[config.mk]
export PLATFORM = sky130hd
export DESIGN_NAME = dap_master
export DESIGN_NICKNAME = d
export VERILOG_FILES = /design/src/rtl/dap_master.sv
export SDC_FILE = /design/constraint.sdc
export NUM_CORES = 1
export LEC_CHECK = 0
export ABC_CLOCK_PERIOD_IN_PS = 2500
export BUFFER_PORTS_ARGS = -buffer_cell sky130_fd_sc_hd__buf_2
export CAP_MARGIN = 20
export CORE_MARGIN = 2
export CORE_UTILIZATION = 54
export CTS_CLUSTER_SIZE = 30
export DETAILED_ROUTE_END_ITERATION = 8
export MAX_ROUTING_LAYER = met4
export PLACE_DENSITY = 0.79
export SLEW_MARGIN = 5
export SYNTH_ARGS = -nofsm -noshare
export SYNTH_HDL_FRONTEND = slang
export SYNTH_SLANG_ARGS = --single-unit
[constraint.sdc]
create_clock -name clk -period 2.5 [get_ports clk]
set_input_delay 0.25 -clock clk [delete_from_list [all_inputs] [get_ports clk]]
set_output_delay 0.25 -clock clk [all_outputs]
set_load 0.02 [all_outputs]
[src/rtl/dap_master.sv]
// ============================================================================
// dap_master : byte-wide DAP bus initiator (address + 16-bit word bursts)
// Rev 1.0
// ============================================================================
`default_nettype none

module dap_master #(
  parameter int STROBE_CYC = 6,
  parameter int GAP_CYC    = 6,
  parameter int SETUP_CYC  = 2
) (
  input  logic        clk,
  input  logic        rst,
  input  logic        cmd_valid,
  output logic        cmd_ready,
  input  logic        cmd_wr,
  input  logic [23:0] cmd_addr,
  input  logic [7:0]  cmd_len,
  input  logic [15:0] wr_data,
  input  logic        wr_valid,
  output logic        wr_ready,
  output logic [15:0] rd_data,
  output logic        rd_valid,
  output logic        done,
  output logic        dap_ce_n,
  output logic        dap_we_n,
  output logic        dap_re_n,
  output logic [7:0]  dap_dout,
  output logic        dap_oe,
  input  logic [7:0]  dap_din,
  input  logic        dap_rdy
);

  localparam logic [7:0] SU_LAST  = 8'(SETUP_CYC - 1);
  localparam logic [7:0] LOW_LAST = 8'(STROBE_CYC - 1);
  localparam logic [7:0] GAP_LAST = 8'(GAP_CYC - 1);

  typedef enum logic [2:0] {
    S_IDLE, S_CE_SU, S_SETUP, S_LOW, S_GAP, S_WAIT_WR, S_CE_HD, S_DONE
  } state_t;

  typedef enum logic [1:0] {P_ADDR, P_WR, P_RD} phase_t;

  state_t      state_q, state_d;
  phase_t      phase_q, phase_d;
  logic [1:0]  byte_q, byte_d;
  logic [7:0]  cnt_q, cnt_d;
  logic [8:0]  words_q, words_d;
  logic [23:0] addr_q, addr_d;
  logic        is_wr_q, is_wr_d;
  logic [15:0] wdata_q, wdata_d;
  logic [7:0]  rd_lo_q, rd_lo_d;
  logic [15:0] rd_data_q, rd_data_d;
  logic        rd_valid_q, rd_valid_d;
  logic        done_q, done_d;
  logic        ce_n_q, ce_n_d;
  logic        we_n_q, we_n_d;
  logic        re_n_q, re_n_d;
  logic        oe_q, oe_d;
  logic [7:0]  dout_q, dout_d;
  logic        rdy_meta_q, rdy_sync_q;
  logic        last_word;
  logic        strobe_low;

  always_ff @(posedge clk) begin
    if (rst) begin
      state_q    <= S_IDLE;
      phase_q    <= P_ADDR;
      byte_q     <= 2'd0;
      cnt_q      <= 8'd0;
      words_q    <= 9'd0;
      addr_q     <= 24'd0;
      is_wr_q    <= 1'b0;
      wdata_q    <= 16'd0;
      rd_lo_q    <= 8'd0;
      rd_data_q  <= 16'd0;
      rd_valid_q <= 1'b0;
      done_q     <= 1'b0;
      ce_n_q     <= 1'b1;
      we_n_q     <= 1'b1;
      re_n_q     <= 1'b1;
      oe_q       <= 1'b0;
      dout_q     <= 8'd0;
      rdy_meta_q <= 1'b0;
      rdy_sync_q <= 1'b0;
    end else begin
      state_q    <= state_d;
      phase_q    <= phase_d;
      byte_q     <= byte_d;
      cnt_q      <= cnt_d;
      words_q    <= words_d;
      addr_q     <= addr_d;
      is_wr_q    <= is_wr_d;
      wdata_q    <= wdata_d;
      rd_lo_q    <= rd_lo_d;
      rd_data_q  <= rd_data_d;
      rd_valid_q <= rd_valid_d;
      done_q     <= done_d;
      ce_n_q     <= ce_n_d;
      we_n_q     <= we_n_d;
      re_n_q     <= re_n_d;
      oe_q       <= oe_d;
      dout_q     <= dout_d;
      rdy_meta_q <= dap_rdy;
      rdy_sync_q <= rdy_meta_q;
    end
  end

  always_comb begin
    state_d    = state_q;
    phase_d    = phase_q;
    byte_d     = byte_q;
    cnt_d      = cnt_q;
    words_d    = words_q;
    addr_d     = addr_q;
    is_wr_d    = is_wr_q;
    wdata_d    = wdata_q;
    rd_lo_d    = rd_lo_q;
    rd_data_d  = rd_data_q;
    rd_valid_d = 1'b0;
    done_d     = 1'b0;
    dout_d     = dout_q;
    cmd_ready  = 1'b0;
    wr_ready   = 1'b0;
    last_word  = 1'b0;

    case (state_q)
      S_IDLE: begin
        cmd_ready = 1'b1;
        if (cmd_valid) begin
          addr_d  = cmd_addr;
          is_wr_d = cmd_wr;
          words_d = (cmd_len == 8'd0) ? 9'd256 : {1'b0, cmd_len};
          cnt_d   = 8'd0;
          phase_d = P_ADDR;
          byte_d  = 2'd0;
          state_d = S_CE_SU;
        end
      end
      S_CE_SU: begin
        if (cnt_q == SU_LAST) begin
          cnt_d   = 8'd0;
          dout_d  = addr_q[7:0];
          state_d = S_SETUP;
        end else begin
          cnt_d = cnt_q + 8'd1;
        end
      end
      S_SETUP: begin
        // Data strobes wait here, counter frozen, until the slave reports ready
        if (cnt_q != SU_LAST) begin
          cnt_d = cnt_q + 8'd1;
        end else if (phase_q == P_ADDR || rdy_sync_q) begin
          cnt_d   = 8'd0;
          state_d = S_LOW;
        end
      end
      S_LOW: begin
        if (cnt_q == LOW_LAST) begin
          cnt_d   = 8'd0;
          state_d = S_GAP;
          if (phase_q == P_RD) begin
            if (byte_q == 2'd0) begin
              rd_lo_d = dap_din;
            end else begin
              rd_data_d  = {dap_din, rd_lo_q};
              rd_valid_d = 1'b1;
            end
          end
        end else begin
          cnt_d = cnt_q + 8'd1;
        end
      end
      S_GAP: begin
        if (cnt_q != GAP_LAST) begin
          cnt_d = cnt_q + 8'd1;
        end else begin
          cnt_d = 8'd0;
          if (phase_q == P_ADDR && byte_q != 2'd2) begin
            byte_d  = byte_q + 2'd1;
            dout_d  = (byte_q == 2'd0) ? addr_q[15:8] : addr_q[23:16];
            state_d = S_SETUP;
          end else if (phase_q != P_ADDR && byte_q == 2'd0) begin
            byte_d  = 2'd1;
            dout_d  = (phase_q == P_WR) ? wdata_q[15:8] : dout_q;
            state_d = S_SETUP;
          end else begin
            // End of address phase or of a complete word
            byte_d = 2'd0;
            if (phase_q != P_ADDR) begin
              words_d   = words_q - 9'd1;
              last_word = (words_q == 9'd1);
            end
            if (last_word) begin
              state_d = S_CE_HD;
            end else if (is_wr_q) begin
              phase_d = P_WR;
              state_d = S_WAIT_WR;
            end else begin
              phase_d = P_RD;
              state_d = S_SETUP;
            end
          end
        end
      end
      S_WAIT_WR: begin
        wr_ready = wr_valid;
        if (wr_valid) begin
          wdata_d = wr_data;
          dout_d  = wr_data[7:0];
          cnt_d   = 8'd0;
          state_d = S_SETUP;
        end
      end
      S_CE_HD: begin
        if (cnt_q == SU_LAST) begin
          cnt_d   = 8'd0;
          done_d  = 1'b1;
          dout_d  = 8'd0;
          state_d = S_DONE;
        end else begin
          cnt_d = cnt_q + 8'd1;
        end
      end
      S_DONE: begin
        state_d = S_IDLE;
      end
      default: begin
        state_d = S_IDLE;
      end
    endcase

    // Bus pins are registered from the next-state decode so they never glitch
    strobe_low = (state_d == S_LOW);
    ce_n_d     = (state_d == S_IDLE) || (state_d == S_DONE);
    we_n_d     = !(strobe_low && phase_d != P_RD);
    re_n_d     = !(strobe_low && phase_d == P_RD);
    oe_d       = (phase_d != P_RD) &&
                 (state_d inside {S_SETUP, S_LOW, S_GAP, S_WAIT_WR});
  end

  assign rd_data  = rd_data_q;
  assign rd_valid = rd_valid_q;
  assign done     = done_q;
  assign dap_ce_n = ce_n_q;
  assign dap_we_n = we_n_q;
  assign dap_re_n = re_n_q;
  assign dap_oe   = oe_q;
  assign dap_dout = dout_q;

endmodule

`default_nettype wire

### Word level (Yosys, flattened, before mapping)

Cells that the tools add are included.

| storage, ports and cells | value |
|---|---|
| input port bits | 62 |
| output and inout bits | 32 |
| register bits | 105 |
| word-level logic and storage cells | 148 |

| operators by class | value |
|---|---|
| eq/ne operators | 33 |
| reduce and logical (&&, ||, !) cells | 30 |
| muxes and demuxes | 58 |
| add/subtract/negate cells | 3 |
| bitwise logic cells | 5 |

Operators with widths:

| kind | number |
|---|---|
| 8-bit 2-to-1 mux | 15 |
| 9-bit 2-to-1 mux | 6 |
| 8-bit one-hot mux with 6 select lines | 1 |
| 3-bit 2-to-1 mux | 12 |
| 8-bit one-hot mux with 4 select lines | 1 |
| 3-bit one-hot mux with 8 select lines | 1 |
| 3-bit equality test, second input constant | 7 |
| 2-bit != test, second input constant | 10 |
| 2-bit 2-to-1 mux | 9 |
| 9-bit one-hot mux with 2 select lines | 1 |
| 3-bit by 2-bit equality test with 1-bit output, second input constant | 4 |
| 4-bit AND reduction | 3 |
| 1-bit 2-to-1 mux | 10 |
| 9-bit by 1-bit equality test with 1-bit output, second input constant | 1 |
| 3-bit != test, second input constant | 3 |
| 9-bit by 1-bit subtractor with 9-bit output, second input constant | 1 |
| 8-bit by 1-bit adder with 8-bit output, second input constant | 1 |
| 8-bit by 1-bit equality test with 1-bit output, second input constant | 1 |
| 8-bit by 3-bit equality test with 1-bit output, second input constant | 1 |
| 8-bit zero test | 1 |
| 8-bit by 1-bit != test with 1-bit output, second input constant | 1 |
| 8-bit by 3-bit != test with 1-bit output, second input constant | 1 |
| 2-bit one-hot mux with 2 select lines | 2 |
| 4-bit nonzero test | 2 |
| 18 further kinds | 34 |

### Depth between registers and ports, before layout

Gate-level depths: netlist of run 1.

| depth | value |
|---|---|
| depth after elaboration | 14 |
| mapped depth | 11 |
| mapped depth without buffers | 8 |

### Worst setup path before layout of run 1

OpenSTA, ideal clock, no wires.

| timing path | value |
|---|---|
| path type | flip-flop to flip-flop |
| start | register cnt_q[3] |
| end | register dout_q[6] (netlist: dap_dout[6]) |
| setup slack | 0.298 ns |
| clock period less this slack | 2.202 ns |
| library setup time | 0.088 ns |
| stages on the path, launching flop included | 8 |
| data arrival time | 2.114 ns |
| required time | 2.412 ns |
| buffers on the path | 1 |
| cell sequence | dfxtp_1 -> or4_4 -> or3_4 -> o21bai_4 -> a22oi_4 -> buf_6 -> nor2_1 -> a311oi_2 |

| between the ends | value |
|---|---|
| longest elaborated chain between the ends | 3 |
| elaborated cells on any way between the ends | 6 |
| classes of those cells | eq/ne: 5; reduce/logical: 1 |

RTL lines:

| element | RTL line | text |
|---|---|---|
| start: declaration | 47 | `logic [7:0] cnt_q, cnt_d;` |
| start signal: assignment | 90 | `cnt_q <= cnt_d;` |
| 8-bit by 1-bit equality test with 1-bit output / 8-bit by 3-bit != test with 1-bit output (equally long branches) | 141, 216, 175 |  |
| 2-bit != test (no line) | n/a |  |
| 7-bit AND reduction (no line) (*) | n/a |  |
| end signal: assignment | 103 | `dout_q <= dout_d;` |
| end: declaration | 60 | `logic [7:0] dout_q, dout_d;` |

Mark *: on every way between the ends. The rest lies on a longest branch, timed or not.
A chain may end at the register's enable or synchronous reset.

### Worst setup path in the final report of run 1

| timing path | value |
|---|---|
| start | register words_q[1] |
| end | register oe_q (netlist: dap_oe) |

| between the ends | value |
|---|---|
| longest elaborated chain between the ends | 14 |
| elaborated cells on any way between the ends | 23 |
| classes of those cells | eq/ne: 6; mux: 15; reduce/logical: 2 |

RTL lines:

| element | RTL line | text |
|---|---|---|
| start: declaration | 48 | `logic [8:0] words_q, words_d;` |
| start signal: assignment | 91 | `words_q <= words_d;` |
| 9-bit by 1-bit equality test with 1-bit output (*) | 192 | `last_word = (words_q == 9'd1);` |
| 1-bit 2-to-1 mux (*) | 190 | `if (phase_q != P_ADDR) begin` |
| 1-bit 2-to-1 mux (*) | 183 | `end else if (phase_q != P_ADDR && byte_q == 2'd0) begin` |
| 1-bit 2-to-1 mux (*) | 179 | `if (phase_q == P_ADDR && byte_q != 2'd2) begin` |
| 1-bit 2-to-1 mux (*) | 175 | `if (cnt_q != GAP_LAST) begin` |
| 1-bit 2-to-1 mux (*) | 127 | `case (state_q)` |
| 3-bit 2-to-1 mux | 194 | `if (last_word) begin` |
| 3-bit 2-to-1 mux | 183 |  |
| 3-bit 2-to-1 mux | 179 |  |
| 3-bit 2-to-1 mux | 175 |  |
| 3-bit one-hot mux with 8 select lines | 127 |  |
| 3-bit by 2-bit equality test with 1-bit output / 3-bit equality test (equally long branches) | 239 | `(state_d inside {S_SETUP, S_LOW, S_GAP, S_WAIT_WR});` |
| 4-bit nonzero test | 239 |  |
| 1-bit logical AND (*) | 238 | `oe_d = (phase_d != P_RD) &&` |
| end signal: assignment | 82 | `oe_q <= 1'b0;` |
| end signal: assignment | 102 | `oe_q <= oe_d;` |
| end: declaration | 59 | `logic oe_q, oe_d;` |

Mark *: on every way between the ends. The rest lies on a longest branch, timed or not. The select of a mux whose other input is x is not followed.

==> insert_results.sql, run 1 <==
INSERT INTO impl_metrics (metric_group, metric, value, unit) VALUES
('worst_setup_path', 'worstPathMaxFanout', '3', ''),
('yosys', 'ys_async_sr_fraction', '0', '%'),
('sta', 'finalMaxSlewViolations', '0', ''),
('worst_setup_path', 'r2r-end', 'dap_oe', ''),
('yosys', 'synthDominantAreaCellType', 'dfxtp_1', ''),
('worst_setup_path', 'crit_type', 'flip-flop to flip-flop', ''),
('cells_and_area', 'area_of_all_placed_cells_without_fillers', '5280', 'um^2'),
('sta', 'number_of_endpoints_failing_setup_at_the_final_stage', '0', ''),
('cells_and_area', 'fin_nets', '722', ''),
('detailed_routing', 'num_vias', '4297', ''),
('die', 'die_height', '95.0', 'um'),
('worst_setup_path', 'crit_path_end', 'dap_oe', ''),
('worst_setup_path', 'cp-startpoint', 'words_q[1]', ''),
('min_path', 'type_of_the_worst_min_delay_path', 'input pin to flip-flop', ''),
('place', 'place_congestion', '0.900', ''),
('yosys', 'synthesis.area_per_instance', '7.87', 'um^2'),
('die', 'die-area', '9020', 'um^2'),
('worst_setup_path', 'cp_data_arrival_time', '2530', 'ps'),
('cts', 'cts_tree', 'yes', ''),
('worst_setup_path', 'worstSetupEndpointType', 'flip-flop', ''),
('yosys', 'syn_nets', '636', ''),
('detailed_routing', 'detail_route.vias_per_cell', '5.62', ''),
('die', 'total_core_area', '8130', 'um^2'),
('die', 'std_cell_rows', '33', ''),
('cts', 'clock-root-buffer', 'clkbuf_8', ''),
('yosys', 'syn_area', '4470', 'um^2'),
('detailed_routing', 'detail-route-antenna-nets', '0', ''),
('die', 'initial_cell_density_of_the_core', '54.9', '%'),
('sta', 'worst-slew-pin-transition', '870', 'ps'),
('global_routing', 'grt_use_total', '24.9', '%'),
('yosys', 'ys_types', '50', ''),
('die', 'die_w', '95.0', 'um'),
('place', 'port_buffers', '93', ''),
('sta', 'final.period_utilization', '92.8', '%'),
('yosys', 'synth.yosys.warnings', '0', ''),
('place', 'dpl_cell_area', '5070', 'um^2'),
('yosys', 'synthTopCellsByArea', 'dfxtp_1, nand2_1, a21oi_1', ''),
('yosys', 'synth_sequential_area_ratio', '43.5', '%'),
('sta', 'fin_ws', '179', 'ps'),
('detailed_routing', 'drt_first_iter_violations', '243', ''),
('cells_and_area', 'layout-drive-gt1-share', '22.2', '%'),
('cells_and_area', 'antenna-diode-count', '0', ''),
('sta', 'fin_crit', '2320', 'ps'),
('cells_and_area', 'fillerInstances', '705', ''),
('worst_setup_path', 'cp-start-kind', 'flip-flop', ''),
('detailed_routing', 'drc_errors', '0', ''),
('global_routing', 'via_count_of_the_first_global_routing_pass', '3730', ''),
('power', 'power.density', '739', 'nW/um^2'),
('yosys', 'synth-edff-count', '0', ''),
('cts', 'insertion_delay', '370', 'ps'),
('yosys', 'flops_latches_synth', '97', ''),
('detailed_routing', 'wl_final', '10.6', 'mm'),
('detailed_routing', 'drt_first_pass_iters', '5', ''),
('global_routing', 'grt-ovfl-total', '0', ''),
('cts', 'clock-sinks', '97', ''),
('outcome', 'outcome', 'completed', ''),
('cts', 'cts_buffer_depth', '2', ''),
('sta', 'fin_clk_skew', '16.5', 'ps'),
('place', 'hpwlAfterDp', '7.61', 'mm'),
('sta', 'highest_clock_rate', '431', 'MHz'),
('detailed_routing', 'route.detailed.wl_per_inst', '13.9', 'um'),
('cts', 'h-tree-depth', '3', ''),
('die', 'floorplan.io_pins', '94', ''),
('place', 'worst_setup_slack_post_dpl', '15.1', 'ps'),
('global_routing', 'first_pass_grt_wire_length', '17.3', 'mm'),
('sta', 'hold_violations', '0', ''),
('cts', 'tritoncts.num_buffers', '9', ''),
('global_routing', 'grt_start_max_net_pins', '51', ''),
('worst_setup_path', 'timing.reg2reg.setup_slack', '180', 'ps'),
('cells_and_area', 'layout_stage_area_growth_over_the_synthesis_result', '18.1', '%'),
('flow_run', 'cap_violations', '0', ''),
('yosys', 'synth_ff_type', 'dfxtp_1', ''),
('power', 'static-leakage-power', '2.20', 'nW'),
('cts', 'cts.hold.buffers_added', '0', ''),
('cts', 'path_clk_slew', '100', 'ps'),
('yosys', 'synth_cells', '568', ''),
('worst_setup_path', 'r2r.worst_path.cells', '9', ''),
('power', 'vdd_drop_max', '0.348', 'mV'),
('worst_setup_path', 'cp_data_required_time', '2710', 'ps'),
('sta', 'relSlewSlack', '42.0', '%'),
('yosys', 'synthDominantCellAreaShare', '43.5', '%'),
('worst_setup_path', 'timing.rr.start', 'words_q[1]', ''),
('global_routing', 'initial_antenna_violation_count', '0', '');
-- layout by cell type (no fill, tap or decap), drive strengths merged, types with 2 or more instances in the layout --
| cell type | netlist | layout |
|---|---|---|
| inv | 9 | 13 |
| nor2 | 42 | 42 |
| nor4b | 2 | 2 |
| and3 | 2 | 2 |
| nor4 | 6 | 6 |
| a21oi | 73 | 73 |
| nand2 | 138 | 138 |
| ha | 6 | 6 |
| or3 | 4 | 4 |
| a22oi | 2 | 2 |
| clkinv | 1 | 2 |
| o211ai | 8 | 8 |
| buf | 6 | 112 |
| o21bai | 2 | 2 |
| a32oi | 8 | 8 |
| a31oi | 7 | 7 |
| nor2b | 10 | 10 |
| clkbuf | 31 | 10 |
| nand4 | 3 | 3 |
| a211oi | 3 | 3 |
| nor3 | 9 | 9 |
| or2 | 7 | 7 |
| nand2b | 5 | 5 |
| a21o | 5 | 5 |
| a211o | 2 | 2 |
| and2 | 2 | 2 |
| nand3 | 18 | 18 |
| o21ai | 17 | 17 |
| dfxtp | 97 | 97 |
| nor3b | 3 | 3 |
| a311oi | 11 | 11 |
| mux2i | 18 | 18 |
-- what timing repair did --
item                       in CTS  in global routing
setup buffers                   0                  1
gates resized for setup         1                  2
pin swaps                       0                  1
setup endpoints to repair       1                  2
-- worst min path at each step --
stage | start | endpoint | depth (start not counted)
finish | cmd_addr[22] | addr_q[22] | 3
global route | cmd_addr[17] | addr_q[17] | 3
CTS | cmd_addr[13] | addr_q[13] | 3
detailed placement | rdy_meta_q | rdy_sync_q | 1
global placement | rdy_meta_q | rdy_sync_q | 1
floorplan | dap_rdy | rdy_meta_q | 1
-- sequential cells by signal (all words and copies together) (netlist names), 2 cells and up --
| register | count |
|---|---|
| addr_q | 24 |
| dap_dout | 8 |
| rd_lo_q | 8 |
| byte_q | 2 |
| cnt_q | 8 |
| state_q | 3 |
| phase_q | 2 |
| wdata_q | 8 |
| rd_data | 16 |
| words_q | 9 |
-- stage by stage --
stage	total power [mW]	setup TNS (ps)	std cells	hold WS (ps)	util [%]
floorplan	2.61	0	568	378	-
global placement	2.90	0	747	433	62.3
detailed placement	2.94	0	747	420	62.3
CTS	3.90	0	763	90.9	64.6
global route	4.15	-1.27	764	93.0	64.9
finish	3.90	0	764	105	64.9
-- report_power, final --
group | internal, mW | switching (mW) | leakage, nW | total [mW]
Combinational | 0.426 | 0.676 | 1.32 | 1.10
Sequential | 1.69 | 0.141 | 0.789 | 1.84
Clock | 0.385 | 0.577 | 0.0913 | 0.962
-- cell type report --
class / instances / area [um^2] / area share (%)
multi-input cells: 424 / 2350 / 44.5
inverters: 10 / 37.5 / 0.711
well taps: 105 / 131 / 2.49
clock buffers: 10 / 128 / 2.42
clock inverters: 6 / 56.3 / 1.07
repair buffers: 112 / 633 / 12.0
flip-flops and latches: 97 / 1940 / 36.8
-- cells by family (layout without fill, tap and decap cells) --
kind of cell             count (synthesis)  in the layout  synth area share (%)
buffers and inverters                   47            138                  4.17
AO/OA/AOI/OAI                          143            143                  20.8
XOR/XNOR                                 1              1                 0.196
multiplexers                            19             19                  4.28
adder cells (fa/ha/maj)                  6              6                  1.68
flip-flops                              97             97                  43.5
AND/OR/NAND/NOR                        255            255                  25.5
-- synthesized netlist by cell type (6+ instances only) --
| cell type | instances |
|---|---|
| a311oi_1 | 9 |
| nor3_1 | 9 |
| ha_1 | 6 |
| inv_1 | 9 |
| nor2b_1 | 10 |
| nand3_1 | 18 |
| o211ai_1 | 8 |
| clkbuf_1 | 31 |
| o21ai_0 | 16 |
| nor2_1 | 42 |
| a31oi_1 | 7 |
| nand2_1 | 138 |
| a32oi_1 | 8 |
| or2_2 | 7 |
| nor4_1 | 6 |
| dfxtp_1 | 97 |
| a21oi_1 | 73 |
| mux2i_1 | 18 |
-- metal layers --
| metal | up-vias | part of all wire, % | global-route usage (%) |
|---|---|---|---|
| met4 | 0 | 1.7 | 8.45 |
| met1 | 1990 | 47 | 34.9 |
| li1 | 2154 | - | - |
| met5 | - | 0 | - |
| met2 | 134 | 46 | 36.5 |
| met3 | 19 | 5.1 | 4.07 |
-- critical path, cell delays in order (launching register included) --
cell and delay, ps:
dfxtp_1 370, inv_1 80, ha_1 180, nor4b_1 150, buf_4 150, a211oi_1 280
o21ai_0 130, a311oi_1 560, xnor2_1 190, nor3_1 70
Note: power is estimated with default switching activity, not from simulation.
==> inputs of run 2 (changes only) <==
Settings changed: ABC_AREA from default to 1, CORE_UTILIZATION 54 to 55, PLACE_DENSITY 0.79 to 0.8.
==> run 2 against run 1 <==
Effect of this change:
- via count increased by 5.1%
- register-to-register slack improved by 220 ps
- largest cell class unchanged
- synthesized cell count is 16% higher
- critical endpoint is now wr_ready
- critical path depth down 4
==> insert_results.sql, run 2 <==
INSERT INTO impl_metrics (metric_group, metric, value, unit) VALUES
('cells_and_area', 'fillerInstances', '784', ''),
('yosys', 'ys_types', '41', ''),
('place', 'dpl_cell_area', '5290', 'um^2'),
('place', 'hpwlAfterDp', '8.38', 'mm'),
('power', 'power.share.sequential', '48.6', '%'),
('worst_setup_path', 'cp_data_arrival_time', '1890', 'ps'),
('yosys', 'ys_async_sr_fraction', '0', '%'),
('die', 'die_w', '97.5', 'um'),
('worst_setup_path', 'worstSetupEndpointType', 'primary output', ''),
('detailed_routing', 'num_vias', '4515', ''),
('global_routing', 'initial_antenna_violation_count', '0', ''),
('cts', 'post_cts_setup_buffer_count', '0', ''),
('min_path', 'type_of_the_worst_min_delay_path', 'input pin to flip-flop', ''),
('flow_run', 'cap_violations', '0', ''),
('detailed_routing', 'wl_final', '11.5', 'mm'),
('power', 'power.clock.fraction', '30.3', '%'),
('sta', 'fin_clk_skew', '17.4', 'ps'),
('sta', 'number_of_endpoints_failing_setup_at_the_final_stage', '0', ''),
('cells_and_area', 'fin_nets', '811', ''),
('detailed_routing', 'detail_route.vias_per_cell', '5.27', ''),
('worst_setup_path', 'timing.reg2reg.setup_slack', '400', 'ps'),
('power', 'static-leakage-power', '2.49', 'nW'),
('cts', 'h-tree-depth', '3', ''),
('detailed_routing', 'drc_errors', '0', ''),
('cts', 'insertion_delay', '370', 'ps'),
('power', 'power.switching_fraction', '32.6', '%'),
('detailed_routing', 'drt_first_iter_violations', '246', ''),
('yosys', 'syn_area', '4810', 'um^2'),
('global_routing', 'first_pass_grt_wire_length', '19.5', 'mm'),
('sta', 'relSlewSlack', '56.6', '%'),
('detailed_routing', 'drt_first_pass_iters', '5', ''),
('cells_and_area', 'layout_commonest_cell', 'nor2_1', ''),
('cts', 'cts_tree', 'yes', ''),
('sta', 'final.period_utilization', '85.7', '%'),
('yosys', 'synth_sequential_area_ratio', '40.4', '%'),
('yosys', 'flops_latches_synth', '97', ''),
('sta', 'fin_ws', '358', 'ps'),
('sta', 'hold_slack', '103', 'ps'),
('cts', 'cts_buffer_depth', '2', ''),
('global_routing', 'via_count_of_the_first_global_routing_pass', '4407', ''),
('sta', 'fin_crit', '2140', 'ps'),
('cts', 'cts.hold.buffers_added', '0', ''),
('worst_setup_path', 'cp-start-kind', 'flip-flop', ''),
('global_routing', 'grt_start_max_net_pins', '51', ''),
('sta', 'worst-slew-pin-transition', '650', 'ps'),
('worst_setup_path', 'worstPathMaxFanout', '10', ''),
('yosys', 'synthDominantAreaCellType', 'dfxtp_1', ''),
('detailed_routing', 'route.detailed.wl_per_inst', '13.4', 'um'),
('worst_setup_path', 'crit_type', 'flip-flop to primary output', ''),
('sta', 'highest_clock_rate', '467', 'MHz'),
('sta', 'finalMaxSlewViolations', '0', ''),
('yosys', 'synth_cells', '661', ''),
('detailed_routing', 'detail-route-antenna-nets', '0', ''),
('die', 'floorplan.io_pins', '94', ''),
('power', 'p_comb_share', '21.1', '%'),
('worst_setup_path', 'cp_data_required_time', '2250', 'ps'),
('power', 'p_int', '2.41', 'mW'),
('cts', 'clock-sinks', '97', ''),
('cts', 'path_clk_slew', '100', 'ps'),
('sta', 'hold_violations', '0', ''),
('cts', 'cts_resized', '0', ''),
('place', 'port_buffers', '93', ''),
('yosys', 'synth_commonest_cells', 'nor2_1, nand2_1, dfxtp_1, inv_1, o21ai_0', ''),
('yosys', 'synth.yosys.warnings', '0', ''),
('die', 'die-area', '9500', 'um^2'),
('cells_and_area', 'max_ffs_per_register', '24', ''),
('place', 'place_congestion', '0.901', ''),
('worst_setup_path', 'r2r.worst_path.cells', '8', ''),
('power', 'power.density', '649', 'nW/um^2'),
('yosys', 'syn_nets', '729', ''),
('die', 'std_cell_rows', '34', ''),
('place', 'worst_setup_slack_post_dpl', '441', 'ps'),
('yosys', 'synthDominantCellAreaShare', '40.4', '%'),
('cells_and_area', 'layout_stage_area_growth_over_the_synthesis_result', '14.4', '%'),
('cells_and_area', 'most-common-layout-cells', 'nor2_1, nand2_1, dfxtp_1, buf_2, inv_1', ''),
('min_path', 'hold_path_depth', '3', ''),
('power', 'netSwitchingPower', '1.16', 'mW'),
('yosys', 'most_frequent_cell_after_synthesis', 'nor2_1', ''),
('cts', 'tritoncts.num_buffers', '9', ''),
('cts', 'clock-root-buffer', 'clkbuf_8', ''),
('cells_and_area', 'largest-register', 'addr_q', ''),
('die', 'total_core_area', '8590', 'um^2'),
('die', 'initial_cell_density_of_the_core', '55.9', '%'),
('global_routing', 'grt-ovfl-total', '0', ''),
('die', 'die_height', '97.5', 'um'),
('cells_and_area', 'antenna-diode-count', '0', ''),
('sta', 'grt_setup_unrepaired', 'no', ''),
('yosys', 'synth-edff-count', '0', ''),
('yosys', 'synthesis.area_per_instance', '7.27', 'um^2'),
('yosys', 'synth_ff_type', 'dfxtp_1', ''),
('global_routing', 'grt_use_total', '25.3', '%'),
('yosys', 'synthTopCellsByArea', 'dfxtp_1, nor2_1, nand2_1', ''),
('sta', 'timing.setup.tns', '0', 'ps'),
('power', 'vdd_drop_max', '0.332', 'mV'),
('outcome', 'outcome', 'completed', ''),
('cells_and_area', 'utilization', '64.0', '%'),
('cells_and_area', 'area_of_all_placed_cells_without_fillers', '5500', 'um^2'),
('cells_and_area', 'layout-drive-gt1-share', '23.1', '%');
-- run 2: through the flow --
stage,cells,power [mW]
finish,856,3.57
global route,856,3.76
CTS,856,3.58
detailed placement,840,2.52
global placement,840,2.49
floorplan,661,2.32
-- run 2: final timing paths --
| check | startpoint | endpoint |
|---|---|---|
| worst max-delay path | state_q[0] | wr_ready |
| worst max register to register | state_q[0] | words_q[2] |
| worst min-delay path | dap_rdy | rdy_meta_q |
| worst min register to register | rdy_meta_q | rdy_sync_q |
-- run 2: per-layer routing --
| layer | part of all wire (%) | vias up | track usage [%] | wire [um] |
|---|---|---|---|---|
| met5 | 0 | - | - | 0 |
| met4 | 2.2 | 0 | 8.76 | 250 |
| met3 | 4.4 | 25 | 3.67 | 503 |
| met2 | 48 | 122 | 42.8 | 5580 |
| met1 | 45 | 2063 | 30.9 | 5180 |
| li1 | - | 2305 | - | - |
-- run 2: cell type report --
cell class	count	area [um^2]	share of cell area, %
multi-input cells	443	2340	42.5
flip-flops and latches	97	1940	35.3
repair buffers	99	523	9.51
inverters	93	350	6.37
well taps	108	135	2.46
clock buffers	9	124	2.25
clock inverters	7	87.6	1.59
-- run 2: kinds of logic after synthesis --
family	after synthesis	synth area share, %
AOI/OAI and AO/OA	148	20.0
xor gates and xnor gates	4	0.729
adders and majority gates	6	1.56
buffers and inverters	121	10.9
DFF	97	40.4
and+or+nand+nor	285	26.3
-- run 2: power by group through the flow --
stage	sequential, mW	combinational (mW)	clock (mW)
after global placement	1.76	0.725	0
after CTS	1.73	0.752	1.09
after floorplan	1.78	0.541	0
after detailed placement	1.77	0.748	0
final	1.73	0.754	1.08
after global routing	1.75	0.853	1.16
-- run 2: critical path, stage by stage, from the launching register on --
cell and delay, ps:
dfxtp_1 550, nand3_1 190, inv_2 200, nand2_2 200, clkinv_1 200, buf_2 200
